File: src/rtl/uart_tx_peripheral.sv
// ---------------------------------------------------------------------------
// uart_tx_peripheral
//   Byte-oriented UART transmitter. Bytes are pushed over a valid/ready
//   handshake into a FIFO, then serialized as:
//   start bit, 8 data bits LSB first, optional parity bit, NSTOP stop bits.
//   Frame format and bit rate are fixed at elaboration.
//
// Optional feature (macro UART_TX_CTS_EN):
//   Adds the cts_n input, an asynchronous active-low clear-to-send.
//   It passes through a 2-flop synchronizer. A new frame starts only while
//   the synchronized cts_n is low. A frame that has already started always
//   runs to completion.
//
// Ports:
//   clk         system clock
//   rst         asynchronous active-high reset
//   cts_n       clear-to-send, active low (only with UART_TX_CTS_EN)
//   tx_data     byte to send
//   tx_valid    tx_data valid
//   tx_ready    FIFO can accept (transfer on clk edge with valid && ready)
//   utx         serial line, idles high, driven from a flop
//   busy        FSM not idle or FIFO not empty
//   fifo_level  entries currently held in the FIFO
// ---------------------------------------------------------------------------
module uart_tx_peripheral #(
  parameter int  PARITY          = 1,
  parameter int  PARITY_TYPE     = 0,
  parameter int  NSTOP           = 1,
  parameter real FCLK_HZ         = 50.0e6,
  parameter real FUART_HZ        = 115200.0,
  parameter int  FIFO_ADDR_WIDTH = 4
) (
  input  logic                     clk,
  input  logic                     rst,
`ifdef UART_TX_CTS_EN
  input  logic                     cts_n,
`endif
  input  logic [7:0]               tx_data,
  input  logic                     tx_valid,
  output logic                     tx_ready,
  output logic                     utx,
  output logic                     busy,
  output logic [FIFO_ADDR_WIDTH:0] fifo_level
);

  localparam int   AW       = FIFO_ADDR_WIDTH;
  localparam int   DEPTH    = 1 << AW;
  localparam int   BAUD_DIV = $rtoi(FCLK_HZ / FUART_HZ + 0.5);
  localparam int   STOP_CYC = NSTOP * BAUD_DIV;
  localparam int   CW       = $clog2(STOP_CYC);
  localparam logic PAR_ODD  = (PARITY_TYPE != 0);

  generate
    if (BAUD_DIV < 2) begin : g_bad_baud
      $error("uart_tx_peripheral: BAUD_DIV must be >= 2");
    end
    if (NSTOP != 1 && NSTOP != 2) begin : g_bad_nstop
      $error("uart_tx_peripheral: NSTOP must be 1 or 2");
    end
  endgenerate

  // -------------------------------------------------------------------------
  // FIFO: RAM array with a registered read port
  // -------------------------------------------------------------------------
  logic [7:0]    r_mem [DEPTH];
  logic [7:0]    r_rd_data;
  logic [AW-1:0] r_wr_ptr;
  logic [AW-1:0] r_rd_ptr;
  logic [AW:0]   r_level;
  logic          r_nonempty_d;
  logic          w_push;
  logic          w_pop;
  logic          w_avail;
  logic          w_cts_ok;
  logic          w_launch;

  // The level never exceeds DEPTH, so its MSB is set exactly when full.
  assign tx_ready = ~r_level[AW];
  assign w_push   = tx_valid & tx_ready;

  // A freshly written entry reaches r_rd_data one edge after the write.
  // r_nonempty_d delays the "available" view by one cycle so the FSM
  // never pops before the read register holds the head entry.
  assign w_avail  = r_nonempty_d & (r_level != '0);
  assign w_launch = w_avail & w_cts_ok;

  always_ff @(posedge clk) begin
    if (w_push) begin
      r_mem[r_wr_ptr] <= tx_data;
    end
    r_rd_data <= r_mem[r_rd_ptr];
  end

  always_ff @(posedge clk or posedge rst) begin
    if (rst) begin
      r_wr_ptr     <= '0;
      r_rd_ptr     <= '0;
      r_level      <= '0;
      r_nonempty_d <= 1'b0;
    end else begin
      if (w_push) r_wr_ptr <= r_wr_ptr + AW'(1);
      if (w_pop)  r_rd_ptr <= r_rd_ptr + AW'(1);
      case ({w_push, w_pop})
        2'b10:   r_level <= r_level + (AW+1)'(1);
        2'b01:   r_level <= r_level - (AW+1)'(1);
        default: r_level <= r_level;
      endcase
      r_nonempty_d <= (r_level != '0);
    end
  end

  // -------------------------------------------------------------------------
  // Clear-to-send gating
  // -------------------------------------------------------------------------
`ifdef UART_TX_CTS_EN
  logic r_cts_meta;
  logic r_cts_sync;

  // Both stages reset high so no frame can start before cts_n is
  // actually observed low.
  always_ff @(posedge clk or posedge rst) begin
    if (rst) begin
      r_cts_meta <= 1'b1;
      r_cts_sync <= 1'b1;
    end else begin
      r_cts_meta <= cts_n;
      r_cts_sync <= r_cts_meta;
    end
  end

  assign w_cts_ok = ~r_cts_sync;
`else
  assign w_cts_ok = 1'b1;
`endif

  // -------------------------------------------------------------------------
  // Transmit FSM
  // -------------------------------------------------------------------------
  typedef enum logic [2:0] {S_IDLE, S_START, S_DATA, S_PARITY, S_STOP} state_t;

  state_t        r_state;
  state_t        w_state_next;
  logic [CW-1:0] r_baud_cnt;
  logic [CW-1:0] w_baud_cnt_next;
  logic [2:0]    r_bit_cnt;
  logic [2:0]    w_bit_cnt_next;
  logic [7:0]    r_shift;
  logic [7:0]    w_shift_next;
  logic          r_parity;
  logic          w_parity_next;
  logic          r_utx;
  logic          w_utx_next;
  logic          w_bit_end;
  logic          w_stop_end;

  assign w_bit_end  = (r_baud_cnt == CW'(BAUD_DIV - 1));
  assign w_stop_end = (r_baud_cnt == CW'(STOP_CYC - 1));

  always_ff @(posedge clk or posedge rst) begin
    if (rst) begin
      r_state    <= S_IDLE;
      r_baud_cnt <= '0;
      r_bit_cnt  <= '0;
      r_shift    <= '0;
      r_parity   <= 1'b0;
      r_utx      <= 1'b1;
    end else begin
      r_state    <= w_state_next;
      r_baud_cnt <= w_baud_cnt_next;
      r_bit_cnt  <= w_bit_cnt_next;
      r_shift    <= w_shift_next;
      r_parity   <= w_parity_next;
      r_utx      <= w_utx_next;
    end
  end

  always_comb begin
    w_state_next    = r_state;
    w_baud_cnt_next = r_baud_cnt + CW'(1);
    w_bit_cnt_next  = r_bit_cnt;
    w_shift_next    = r_shift;
    w_parity_next   = r_parity;
    w_utx_next      = r_utx;
    w_pop           = 1'b0;

    case (r_state)
      S_IDLE: begin
        w_baud_cnt_next = '0;
        w_utx_next      = 1'b1;
        if (w_launch) begin
          w_pop           = 1'b1;
          w_state_next    = S_START;
          w_shift_next    = r_rd_data;
          w_parity_next   = (^r_rd_data) ^ PAR_ODD;
          w_bit_cnt_next  = '0;
          w_utx_next      = 1'b0;
        end
      end
      S_START: begin
        if (w_bit_end) begin
          w_state_next    = S_DATA;
          w_baud_cnt_next = '0;
          w_utx_next      = r_shift[0];
        end
      end
      S_DATA: begin
        if (w_bit_end) begin
          w_baud_cnt_next = '0;
          if (r_bit_cnt == 3'd7) begin
            if (PARITY != 0) begin
              w_state_next = S_PARITY;
              w_utx_next   = r_parity;
            end else begin
              w_state_next = S_STOP;
              w_utx_next   = 1'b1;
            end
          end else begin
            w_bit_cnt_next = r_bit_cnt + 3'd1;
            w_shift_next   = {1'b0, r_shift[7:1]};
            w_utx_next     = r_shift[1];
          end
        end
      end
      S_PARITY: begin
        if (w_bit_end) begin
          w_state_next    = S_STOP;
          w_baud_cnt_next = '0;
          w_utx_next      = 1'b1;
        end
      end
      S_STOP: begin
        // One counter run covers all stop bits.
        if (w_stop_end) begin
          w_baud_cnt_next = '0;
          if (w_launch) begin
            // Next byte starts with zero idle gap.
            w_pop          = 1'b1;
            w_state_next   = S_START;
            w_shift_next   = r_rd_data;
            w_parity_next  = (^r_rd_data) ^ PAR_ODD;
            w_bit_cnt_next = '0;
            w_utx_next     = 1'b0;
          end else begin
            w_state_next = S_IDLE;
            w_utx_next   = 1'b1;
          end
        end
      end
      default: begin
        w_state_next    = S_IDLE;
        w_baud_cnt_next = '0;
        w_utx_next      = 1'b1;
      end
    endcase
  end

  assign utx        = r_utx;
  assign busy       = (r_state != S_IDLE) | (r_level != '0);
  assign fifo_level = r_level;

endmodule

File: config.mk
export PLATFORM = sky130hd
export DESIGN_NAME = uart_tx_peripheral
export DESIGN_NICKNAME = d
export VERILOG_FILES = /design/src/rtl/uart_tx_peripheral.sv
export SDC_FILE = /design/constraint.sdc
export NUM_CORES = 1
export LEC_CHECK = 0
export CAP_MARGIN = 15
export CORE_MARGIN = 3
export CORE_UTILIZATION = 30
export CTS_BUF_LIST = sky130_fd_sc_hd__clkbuf_8
export DETAILED_ROUTE_END_ITERATION = 16
export PLACE_DENSITY = 0.56
export SLEW_MARGIN = 20
export SYNTH_ARGS = -nofsm -noshare
export SYNTH_HDL_FRONTEND = slang
export SYNTH_SLANG_ARGS = --single-unit
File: constraint.sdc
create_clock -name clk -period 3.3 [get_ports clk]
set_clock_uncertainty 0.1 [all_clocks]
set_input_delay 0.495 -clock clk [delete_from_list [all_inputs] [get_ports clk]]
set_output_delay 0.495 -clock clk [all_outputs]
set_load 0.05 [all_outputs]
==> metrics.md <==
| Metric | Value |
|---|---|
| Syn_area_per_cell | 16.8 sq um |
| Final #Nets | just under 500 |
| ANT cells | 0 |
| Initial DRC Count | between 200 and 300 |
| Grt ovf | 0 |
| Clock sink total | roughly 180 |
| Post-cts hold buffer count | 0 |
| Die width | about 160 microns |
| Worst Path Class, Setup | reg -> out |
| Lkg Pwr | 2.77 nW |
| Worst hold path type | in -> async |
| Critical Path Source Type | register |
| GRT busiest layer | met2 |
| FFs w/ async S/R, synth | about 22% |
| Global-route met2 utilization | approximately 19% |
| Commonest non-fill, non-tap cells in the layout | edfxtp_1, mux4_2, dfrtp_1 |
| Worst-path clk slew | about 90 ps |
| Synth Warn # | 0 |
| CP Max Fanout | 5 |
| Final Non-Filler Cells | 802 |
| Sequential-to-total area share from yosys stat | between 60% and 70% |
| Die H | between 150 and 200 microns |
| CTS Buf Count | 17 |
| Crit path required time | 2700 ps |
| Final slew viol count | 0 |
| Multi-input gate area | approximately 0.0023 sq mm |
| Status | complete, no violations |
| Met3 Usage GRT | about 2.9% |
| Maxcap violations | 0 |
| DPL Wire Length | 9230 microns |
| Root buffer cell | clkbuf_8 |
| Synth Net Count | 470 |
| CP arrival | around 2300 ps |
| Vias post-DR | about 3800 |
| Period minus WS final | 2840 ps |
| Final setup vio count | 0 |
| Reg area | about 0.0050 sq mm |
| DRC Markers | 0 |
| Leading cell type in the layout, fill and taps excluded | edfxtp_1 |
| Synth Flop Type | edfxtp_1 |
| H-tree lvl count | 4 |
| First drt pass iteration count | 4 |
| Post-synth EDFFs | about 130 |
| Mapped cell area | approximately 0.0075 sq mm |
| Ratio of cells with drive above 1 in the final layout | between 10% and 20% |
| Port Buffers | 18 |
| # rows | between 50 and 60 |
| #FFs+latches synth | about 180 |
| GR Util All Layers | about 11% |
| Fin Hold WS | roughly 350 ps |
| Die Footprint | 0.0269 sq mm |
| Max transition margin | 36.9% |
| RSZ-0062 raised after global routing | no |
| Core Util, Final | 34.3% |
| Initial Utilization | 30.7% |
| FILL cells | around 2400 |
| First-pass GRT wire length | 22800 microns |
| Clock latency on the worst-skew pair | approximately 460 ps |
| Routability congestion estimate | approximately 0.75 |
| Cells after Synth | 445 |
| Clock buffer depth | 2 |
| Met1 Track Usage GR | 14.3% |
| Vias/cell | about 4.8 |
| Post-route clock period utilization | a little under nine tenths |
| Vias in the first global route | about 4100 |
| Worst setup margin | 458 ps |
| Post-CTS Resized | 0 |
| Setup crit end kind | primary output |
| IO Pins | 19 |
| Post-CTS Repair Setup Buffers | 0 |
| CTS tree | done |
| Highest clock rate | 0.352 GHz |
| Synthesis-to-layout area growth | 11.6% |
| Final hold viol count | 0 |
| Core area | between 0.02 and 0.025 sq mm |
| Pre-CTS worst setup slack | 492 ps |
| Initial antenna violation count | 0 |
| Worst-margin pin slew | 942 ps |
| Yosys cell types | 58 |
| Routed len/inst | about 17 microns |
| Setup TNS | 0 ps |
| Max VDD drop | about 0.00033 V |
| Pin count of the biggest net entering global routing | 40 |
| Antenna-violating nets left | 0 |
| Pwr/cell area | around 820 mW/mm^2 |
| WL final | approximately 14000 microns |
| Dpl cells | a little under 800 |
metrics by stage:
stage	power, mW	cell area [sq um]
after floorplan	5.00	7490
after global placement	5.56	8000
after detailed placement	5.62	8000
after CTS	6.99	8350
after global routing	7.34	8350
final	6.88	8350
cell families (layout without fill, tap and decap cells):
group / after synthesis / after routing / synth area share [%]
flip-flops: 175 / 175 / 66.5
AND/OR/NAND/NOR: 89 / 89 / 6.60
AO/OA/AOI/OAI: 60 / 60 / 6.25
multiplexers: 46 / 46 / 12.9
buffers and inverters: 38 / 71 / 2.62
XOR/XNOR: 23 / 23 / 2.69
adder cells (fa/ha/maj): 14 / 14 / 2.44
area by class of cell:
| type | instances | area share (%) |
|---|---|---|
| clock buffer | 17 | 2.80 |
| sequential | 175 | 59.7 |
| clock inverter | 15 | 1.44 |
| inverter | 14 | 0.629 |
| timing repair buffer | 25 | 2.97 |
| multi-input combinational | 232 | 27.7 |
| tap | 324 | 4.85 |
flip-flops by register name, summed over array words and instances, names as in the netlist:
register      count
r_state           3
r_shift           8
r_mem           128
r_rd_data         8
fifo_level        5
utx               1
r_baud_cnt        9
r_bit_cnt         3
r_rd_ptr          4
r_wr_ptr          4
r_nonempty_d      1
r_parity          1
final timing paths:
check / end / slack (ps) / startpoint / depth (start not counted)
max: busy / 460 / fifo_level[2] / 3
min: fifo_level[4] / 350 / rst / 3
max reg2reg: fifo_level[4] / 490 / fifo_level[2] / 9
min reg2reg: r_bit_cnt[0] / 400 / r_bit_cnt[0] / 1
max in group asynchronous: r_rd_ptr[1] / 2360 / rst / 3
min in group clk: r_bit_cnt[0] / 400 / r_bit_cnt[0] / 1
worst max-delay path, stage by stage (launching register included):
cell and delay (ps):
dfrtp_1 420, or4_4 590, or3_2 460, dlymetal6s2s_1 320
synth_stat cells (2+ instances only):
cell type	instances	area (sq um)
mux2_1	2	22.5
edfxtp_1	128	3840
o21ai_1	2	10.0
ha_1	13	163
a31oi_1	4	25.0
or3_1	4	25.0
xnor2_1	19	166
o22ai_1	3	18.8
mux2i_1	3	30.0
a211oi_1	7	52.6
buf_4	5	37.5
nand2_1	9	33.8
dfrtp_1	38	951
nand4_1	4	25.0
inv_1	14	52.6
a22o_1	2	17.5
o211ai_1	2	15.0
nand3_1	6	30.0
a21oi_1	4	20.0
o2bb2ai_1	13	114
dfxtp_1	8	160
o21ai_0	7	35.0
nor2_1	29	109
nor2b_1	2	12.5
buf_6	4	45.0
a211oi_2	7	87.6
a21o_1	3	22.5
clkbuf_1	10	37.5
xor2_1	4	35.0
nor3_1	2	10.0
and2_1	17	106
mux4_2	40	901
buf_2	4	20.0
and3_1	2	12.5
layer usage:
metal	up-vias	share of wire, %
li1	1779	-
met1	1958	45
met2	67	51
met3	8	3.0
met4	0	0.93
met5	-	0
where the power goes:
group | switching (mW) | internal, mW | total [mW]
clock network | 0.810 | 0.542 | 1.35
registers | 0.394 | 2.71 | 3.10
logic | 1.17 | 1.25 | 2.42
total | 2.37 | 4.50 | 6.88
Power figures use the tool's default switching activity.
